File: src/rtl/jstk_pkg.sv
// Shared types and constants for the PmodJSTK2 SPI reader: FSM states,
// packet geometry, LED command opcode and button bit positions.
package jstk_pkg;

  typedef enum logic [2:0] {
    ST_IDLE   = 3'd0,
    ST_SETUP  = 3'd1,
    ST_BIT_LO = 3'd2,
    ST_BIT_HI = 3'd3,
    ST_GAP    = 3'd4,
    ST_HOLD   = 3'd5
  } jstk_state_t;

  localparam int         JSTK_N_BYTES      = 5;
  localparam logic [7:0] JSTK_CMD_SET_LED  = 8'h84;
  localparam int         JSTK_BTN_JSTK_BIT = 0;
  localparam int         JSTK_BTN_TRIG_BIT = 1;

  // Byte transmitted at packet position idx when LED commands are enabled.
  function automatic logic [7:0] jstk_cmd_byte(input logic [2:0] idx, input logic [7:0] r,
                                                input logic [7:0] g, input logic [7:0] b);
    case (idx)
      3'd0:    return JSTK_CMD_SET_LED;
      3'd1:    return r;
      3'd2:    return g;
      3'd3:    return b;
      default: return 8'h00;
    endcase
  endfunction

  function automatic int jstk_max(input int a, input int b);
    return (a > b) ? a : b;
  endfunction

endpackage

File: src/rtl/jstk_spi_if.sv
// SPI pin bundle between the joystick reader (master) and the PmodJSTK2 (slave).
interface jstk_spi_if;
  logic ss;
  logic sclk;
  logic mosi;
  logic miso;

  modport master (output ss, output sclk, output mosi, input miso);
  modport slave  (input ss, input sclk, input mosi, output miso);
endinterface

File: src/rtl/jstk_spi_byte.sv
// One-byte SPI mode-0 shifter: half-period counter, MSB-first TX/RX shift
// registers, and rise/fall/done strobes for the sequencing FSM.
module jstk_spi_byte #(
  parameter int HALF_SCLK = 750,
  parameter int CNT_W     = 12
) (
  input  logic       clk,
  input  logic       rst,
  input  logic       load,
  input  logic [7:0] tx_byte,
  input  logic       run,
  input  logic       miso,
  output logic       sclk,
  output logic       mosi,
  output logic [7:0] rx_byte,
  output logic       rise,
  output logic       fall,
  output logic       done
);

  logic [CNT_W-1:0] cnt_r;
  logic [2:0]       bit_r;
  logic [7:0]       tx_r;
  logic [7:0]       rx_r;
  logic             sclk_r;
  logic             half_end_s;

  assign half_end_s = (cnt_r == CNT_W'(HALF_SCLK - 1));
  assign rise       = run && !sclk_r && half_end_s;
  assign fall       = run &&  sclk_r && half_end_s;
  assign done       = fall && (bit_r == 3'd7);
  assign sclk       = sclk_r;
  assign mosi       = tx_r[7];
  assign rx_byte    = rx_r;

  // Half-period timing; miso is captured on the same edge that raises sclk.
  always_ff @(posedge clk or posedge rst) begin
    if (rst) begin
      cnt_r  <= '0;
      bit_r  <= 3'd0;
      tx_r   <= 8'h00;
      rx_r   <= 8'h00;
      sclk_r <= 1'b0;
    end else if (load) begin
      cnt_r  <= '0;
      bit_r  <= 3'd0;
      tx_r   <= tx_byte;
      sclk_r <= 1'b0;
    end else if (run) begin
      if (half_end_s) begin
        cnt_r <= '0;
        if (!sclk_r) begin
          sclk_r <= 1'b1;
          rx_r   <= {rx_r[6:0], miso};
        end else begin
          sclk_r <= 1'b0;
          tx_r   <= {tx_r[6:0], 1'b0};
          bit_r  <= bit_r + 3'd1;
        end
      end else begin
        cnt_r <= cnt_r + CNT_W'(1);
      end
    end
  end

endmodule

File: src/rtl/jstk_spi_reader.sv
// PmodJSTK2 packet reader: sequences setup, five bytes with gaps, and an idle
// hold around jstk_spi_byte. Optional LED command via JSTK_LED_CMD_EN.
module jstk_spi_reader
  import jstk_pkg::*;
#(
  parameter int HALF_SCLK = 750,
  parameter int T_SETUP   = 1500,
  parameter int T_GAP     = 1000,
  parameter int T_IDLE    = 2500,
  parameter int AXIS_W    = 10
) (
  input  logic              clk,
  input  logic              rst,
  input  logic              start,
`ifdef JSTK_LED_CMD_EN
  input  logic [7:0]        led_r,
  input  logic [7:0]        led_g,
  input  logic [7:0]        led_b,
`endif
  jstk_spi_if.master        spi,
  output logic [AXIS_W-1:0] x_val,
  output logic [AXIS_W-1:0] y_val,
  output logic              btn_jstk,
  output logic              btn_trig,
  output logic              valid,
  output logic              busy
);

  localparam int MAX_T = jstk_max(jstk_max(HALF_SCLK, T_SETUP), jstk_max(T_GAP, T_IDLE));
  localparam int CNT_W = $clog2(MAX_T) + 1;
  localparam int HI_W  = AXIS_W - 8;

  jstk_state_t      state_r, state_s;
  logic [CNT_W-1:0] cnt_r;
  logic [2:0]       byte_idx_r;
  logic [7:0]       b0_r, b2_r;
  logic [HI_W-1:0]  b1_r, b3_r;
  logic             load_s, run_s, rise_s, fall_s, done_s, hold_entry_s;
  logic [7:0]       tx_s, first_tx_s, next_tx_s, rx_byte_s;
  logic             sclk_s, mosi_s;
  logic             ss_r, busy_r, valid_r, btn_jstk_r, btn_trig_r;
  logic [AXIS_W-1:0] x_val_r, y_val_r;

`ifdef JSTK_LED_CMD_EN
  logic [7:0] red_r, green_r, blue_r;

  // LED colour is frozen for the whole packet at the accepted start.
  always_ff @(posedge clk or posedge rst) begin
    if (rst) begin
      red_r   <= 8'h00;
      green_r <= 8'h00;
      blue_r  <= 8'h00;
    end else if (state_r == ST_IDLE && start) begin
      red_r   <= led_r;
      green_r <= led_g;
      blue_r  <= led_b;
    end
  end

  assign first_tx_s = JSTK_CMD_SET_LED;
  assign next_tx_s  = jstk_cmd_byte(byte_idx_r + 3'd1, red_r, green_r, blue_r);
`else
  assign first_tx_s = 8'h00;
  assign next_tx_s  = 8'h00;
`endif

  assign run_s        = (state_r == ST_BIT_LO) || (state_r == ST_BIT_HI);
  assign hold_entry_s = (state_s == ST_HOLD) && (state_r != ST_HOLD);

  jstk_spi_byte #(.HALF_SCLK(HALF_SCLK), .CNT_W(CNT_W)) u_byte (
    .clk(clk), .rst(rst), .load(load_s), .tx_byte(tx_s), .run(run_s), .miso(spi.miso),
    .sclk(sclk_s), .mosi(mosi_s), .rx_byte(rx_byte_s), .rise(rise_s), .fall(fall_s),
    .done(done_s)
  );

  // Next-state logic; a byte is (re)loaded on accept and on every byte end.
  always_comb begin
    state_s = state_r;
    load_s  = 1'b0;
    tx_s    = 8'h00;
    case (state_r)
      ST_IDLE: begin
        if (start) begin
          state_s = ST_SETUP;
          load_s  = 1'b1;
          tx_s    = first_tx_s;
        end else begin
          state_s = ST_IDLE;
        end
      end
      ST_SETUP: begin
        if (cnt_r == CNT_W'(T_SETUP - 1)) state_s = ST_BIT_LO;
        else state_s = ST_SETUP;
      end
      ST_BIT_LO: begin
        if (rise_s) state_s = ST_BIT_HI;
        else state_s = ST_BIT_LO;
      end
      ST_BIT_HI: begin
        if (done_s) begin
          load_s = 1'b1;
          tx_s   = next_tx_s;
          if (byte_idx_r == 3'(JSTK_N_BYTES - 1)) state_s = ST_HOLD;
          else if (T_GAP == 0) state_s = ST_BIT_LO;
          else state_s = ST_GAP;
        end else if (fall_s) begin
          state_s = ST_BIT_LO;
        end else begin
          state_s = ST_BIT_HI;
        end
      end
      ST_GAP: begin
        if (cnt_r == CNT_W'(T_GAP - 1)) state_s = ST_BIT_LO;
        else state_s = ST_GAP;
      end
      ST_HOLD: begin
        if (cnt_r == CNT_W'(T_IDLE)) state_s = ST_IDLE;
        else state_s = ST_HOLD;
      end
      default: state_s = ST_IDLE;
    endcase
  end

  // State, phase counter, received bytes and registered outputs.
  always_ff @(posedge clk or posedge rst) begin
    if (rst) begin
      state_r    <= ST_IDLE;
      cnt_r      <= '0;
      byte_idx_r <= 3'd0;
      b0_r       <= 8'h00;
      b1_r       <= '0;
      b2_r       <= 8'h00;
      b3_r       <= '0;
      ss_r       <= 1'b1;
      busy_r     <= 1'b0;
      valid_r    <= 1'b0;
      x_val_r    <= '0;
      y_val_r    <= '0;
      btn_jstk_r <= 1'b0;
      btn_trig_r <= 1'b0;
    end else begin
      state_r <= state_s;
      if (state_s != state_r || state_s == ST_IDLE) cnt_r <= '0;
      else cnt_r <= cnt_r + CNT_W'(1);

      if (state_r == ST_IDLE && start) byte_idx_r <= 3'd0;
      else if (done_s) byte_idx_r <= byte_idx_r + 3'd1;

      if (done_s) begin
        case (byte_idx_r)
          3'd0:    b0_r <= rx_byte_s;
          3'd1:    b1_r <= rx_byte_s[HI_W-1:0];
          3'd2:    b2_r <= rx_byte_s;
          3'd3:    b3_r <= rx_byte_s[HI_W-1:0];
          default: ;
        endcase
      end

      ss_r    <= (state_s == ST_IDLE) || (state_s == ST_HOLD);
      busy_r  <= (state_s != ST_IDLE);
      valid_r <= hold_entry_s;
      // Last byte is still in the shifter on the edge that enters HOLD.
      if (hold_entry_s) begin
        x_val_r    <= {b1_r, b0_r};
        y_val_r    <= {b3_r, b2_r};
        btn_jstk_r <= rx_byte_s[JSTK_BTN_JSTK_BIT];
        btn_trig_r <= rx_byte_s[JSTK_BTN_TRIG_BIT];
      end
    end
  end

  assign spi.ss   = ss_r;
  assign spi.sclk = sclk_s;
  assign spi.mosi = mosi_s;
  assign x_val    = x_val_r;
  assign y_val    = y_val_r;
  assign btn_jstk = btn_jstk_r;
  assign btn_trig = btn_trig_r;
  assign valid    = valid_r;
  assign busy     = busy_r;

endmodule

File: src/flat_wrapper.sv
// flat-port wrapper written by rule: the top's interface ports become plain ports
module jstk_spi_reader_flat import jstk_pkg::*;
#(
  parameter int HALF_SCLK = 750,
  parameter int T_SETUP   = 1500,
  parameter int T_GAP     = 1000,
  parameter int T_IDLE    = 2500,
  parameter int AXIS_W    = 10
)
  (clk, rst, start, x_val, y_val, btn_jstk, btn_trig, valid, busy, spi_ss, spi_sclk, spi_mosi, spi_miso);
  jstk_spi_if spi_i ();
  input  logic clk;
  input  logic rst;
  input  logic start;
  output logic [AXIS_W-1:0] x_val;
  output logic [AXIS_W-1:0] y_val;
  output logic btn_jstk;
  output logic btn_trig;
  output logic valid;
  output logic busy;
  output wire logic [$bits(spi_i.ss)-1:0] spi_ss;
  output wire logic [$bits(spi_i.sclk)-1:0] spi_sclk;
  output wire logic [$bits(spi_i.mosi)-1:0] spi_mosi;
  input wire logic [$bits(spi_i.miso)-1:0] spi_miso;
  assign spi_ss = spi_i.ss;
  assign spi_sclk = spi_i.sclk;
  assign spi_mosi = spi_i.mosi;
  assign spi_i.miso = spi_miso;
  jstk_spi_reader #(.HALF_SCLK(HALF_SCLK), .T_SETUP(T_SETUP), .T_GAP(T_GAP), .T_IDLE(T_IDLE), .AXIS_W(AXIS_W)) u_core (.clk(clk), .rst(rst), .start(start), .spi(spi_i), .x_val(x_val), .y_val(y_val), .btn_jstk(btn_jstk), .btn_trig(btn_trig), .valid(valid), .busy(busy));
endmodule
File: config.mk
export PLATFORM = sky130hd
export DESIGN_NAME = jstk_spi_reader_flat
export DESIGN_NICKNAME = d
export VERILOG_FILES = /design/src/rtl/jstk_pkg.sv /design/src/rtl/jstk_spi_if.sv /design/src/rtl/jstk_spi_byte.sv /design/src/rtl/jstk_spi_reader.sv /design/src/flat_wrapper.sv
export SDC_FILE = /design/constraint.sdc
export NUM_CORES = 1
export LEC_CHECK = 0
export ABC_AREA = 1
export BUFFER_PORTS_ARGS = -buffer_cell sky130_fd_sc_hd__buf_2
export CAP_MARGIN = 25
export CORE_ASPECT_RATIO = 0.5
export CORE_MARGIN = 1.5
export CORE_UTILIZATION = 60
export CTS_CLUSTER_SIZE = 16
export DETAILED_ROUTE_END_ITERATION = 10
export GPL_TIMING_DRIVEN = 0
export PLACE_DENSITY = 0.83
export SKIP_LAST_GASP = 1
export SLEW_MARGIN = 0
export SYNTH_ARGS = -nofsm -noshare
export SYNTH_HDL_FRONTEND = slang
export SYNTH_SLANG_ARGS = --single-unit
export TNS_END_PERCENT = 50
File: constraint.sdc
create_clock -name clk -period 3.3 [get_ports clk]
set_clock_uncertainty 0.05 [all_clocks]
set_input_delay 0.33 -clock clk [delete_from_list [all_inputs] [get_ports clk]]
set_output_delay 0.33 -clock clk [all_outputs]
set_load 0.01 [all_outputs]
==> flow_summary.toml <==
[layout]
diodes = 0
final_cell_mix = "nand2_1, dfrtp_1, inv_1"
fin_nets = 579
drive_gt1_share_pct = 18.31
area_delta_synth_final_pct = 13.66
final_common_cell = "nand2_1"

[worst_hold_path]
hold_depth = 2
min_to = "u_core.u_byte.rx_byte[0]"
hp-class = "input port to flop"
hp-start = "spi_miso"

[route]
viasPerCell = 5.288
drt-total-wl_mm = 9.315
firstDrtPassIters = 7
drtAntennaViolNets = 0
drcViolationCount = 0
via_count = 3511
first_iter_violations = 254
wire_per_inst_um = 14.03

[power_and_ir_drop]
p_clk_share_pct = 48.5
p_seq_share_pct = 50.1
switchingPower_uw = 418.1
vdd_drop_max_uv = 260.4
finalPower_mw = 2.181
pwr-share-comb_pct = 1.4
p_int_mw = 1.763
swShare_pct = 19.17
p_leak_nw = 2.629
power_density_nw_per_um2 = 422.4

[worst_setup_path]
r2r_cells = 16
timing.rr.end = "u_core.cnt_r[8]"
crit_fanout = 10
cp-end-kind = "flop"
required_ps = 3470
regToRegStartpoint = "u_core.u_byte.cnt_r[1]"
path_class = "flop to flop"
r2r_slack_ps = 1070
start_kind = "flop"
arrival_ps = 2400

[logic_synthesis]
avgSynthCellArea_um2 = 8.701
ys_ff_latch = 89
syn_area_um2 = 4542
synthDistinctLibCells = 35
seq_area_frac_synth_pct = 49.06
yosysWarnings = 0
synthCells = 522
synth_nets = 537

[clocking]
clkLatencyLatePin_ps = 340
htree_levels = 3
cts_sinks = 89
root_buffer = "clkbuf_16"
cts_tree = "done"
ctsResizeCount = 0
hold_buffers = 1
cts.reportedPaths.clkPinSlew_ps = 60
cts_buffer_depth = 2
cts_inserted_buffers = 9
post_cts_buffers = 0

[run_status]
status = "finished, final reports clean"

[placed_design]
portBuffers = 29
pre_cts_ws_ps = 1093
place_hpwl_mm = 6.644
place_congestion = 0.9309

[die]
fp.dieH_um = 64.52
io_pins = 31
die_w_um = 126.0
die_area_um2 = 8132
initial_core_util_pct = 62.03
coreArea_um2 = 7322
rows = 22

[timing]
finalHoldViolations = 0
post-route-min-period_ps = 2234
fmax_mhz = 447.7
period_share_pct = 67.69
final.setup.tns_ps = 0
finalWorstSetupSlack_ps = 1066
setup_violations = 0
rsz0062_at_grt = "false"
maxSlewViolCount = 0
whs_ps = 180.7

[global_route]
grt_pass1_vias = 3349
grt_use_total_pct = 24.75
antenna_found_initial = 0
grt_pass1_wl_mm = 15.76
grt_overflow = 0
grt_max_degree = 75

[run]
max_cap_violations = 0
-- layer usage --
metal  vias up  share of wire (%)  global-route usage [%]  wire length, um
met2        64                 45                   39.90             4223
met1      1693                 50                   34.81             4647
met4         0               0.82                   5.891               76
met3        11                4.0                   5.285              368
li1       1743                  -                       -                -
met5         -                  0                       0                0
-- worst max path at each step --
stage,from,endpoint,slack (ps),depth (start not counted)
after floorplan,rst,u_core.b0_r[0],610,1
after global placement,rst,u_core.u_byte.cnt_r[7],-370,2
after detailed placement,u_core.u_byte.cnt_r[1],u_core.cnt_r[8],1090,16
after CTS,u_core.u_byte.cnt_r[1],u_core.cnt_r[8],1080,16
after global routing,u_core.u_byte.cnt_r[1],u_core.cnt_r[8],860,16
final,u_core.u_byte.cnt_r[1],u_core.cnt_r[8],1070,16
-- critical path: stages, from the launching register on --
cell and delay [ps]:
dfrtp_1 400, inv_1 100, ha_1 220, nand2_1 70
inv_1 50, nand2_1 50, nor2_1 200, nand4_2 170
nand2_2 130, inv_1 40, nor2_1 80, nand2_1 70
nand2_1 90, nand2_1 70, nand2_2 110, buf_12 190
nor2_4 40
-- synthesized netlist by cell type (all sizes together) --
master | number | area share [%]
conb | 1 | 0.083
dfrtp | 88 | 48
or2 | 1 | 0.14
nor3 | 14 | 2.0
clkbuf | 3 | 0.25
dfstp | 1 | 0.58
o22ai | 2 | 0.28
o21ai | 55 | 6.1
xor2 | 17 | 3.3
o31ai | 1 | 0.17
mux2 | 1 | 0.25
inv | 63 | 5.2
xnor2 | 3 | 0.58
buf | 11 | 2.3
a21oi | 10 | 1.1
clkinv | 1 | 0.083
ha | 11 | 3.0
nor2 | 62 | 8.1
nand2 | 132 | 12
nand3 | 34 | 4.5
nand4 | 11 | 1.7
-- registers in the layout, summed over array words and instances (netlist names), 8 cells and up --
signal                 cells
u_core.cnt_r              13
u_core.b2_r                8
u_core.b0_r                8
u_core.u_byte.rx_byte      8
u_core.y_val              10
u_core.u_byte.cnt_r       13
u_core.x_val              10
-- stage by stage --
stage	util, %	cells	instance area, um^2
4_1_cts	70.51	664	5162
3_5_place_dp	66.06	648	4837
5_1_grt	70.51	664	5162
2_1_floorplan	-	522	4542
3_3_place_gp	65.65	647	4807
6_report	70.51	664	5162
-- layout make-up --
type | instances | area, um^2
Buffer | 14 | 115.1
Clock buffer | 13 | 280.3
Clock inverter | 2 | 35.03
Fill cell | 554 | 2160
Inverter | 64 | 242.7
Multi-Input combinational cell | 355 | 1958
Sequential cell | 89 | 2228
Tap cell | 96 | 120.1
Timing Repair Buffer | 31 | 182.7
-- power by group through the flow --
stage          clock network [mW]  logic (mW)  registers (mW)
3_5_place_dp                    0      0.0313            1.11
2_1_floorplan                   0      0.0183            1.11
6_report                     1.06      0.0303            1.09
3_3_place_gp                    0      0.0263            1.11
4_1_cts                      1.07      0.0321            1.09
5_1_grt                      1.11      0.0359            1.09
-- logic make-up after synthesis --
group / after synthesis / synth area share [%]
buffers and inverters: 78 / 7.823
xor gates and xnor gates: 20 / 3.857
DFF: 89 / 49.06
adders and majority gates: 11 / 3.030
other: 1 / 0.08257
muxes: 1 / 0.2479
and+or+nand+nor: 254 / 28.29
AOI/OAI and AO/OA: 68 / 7.603
(Power assumes the default switching activity.)
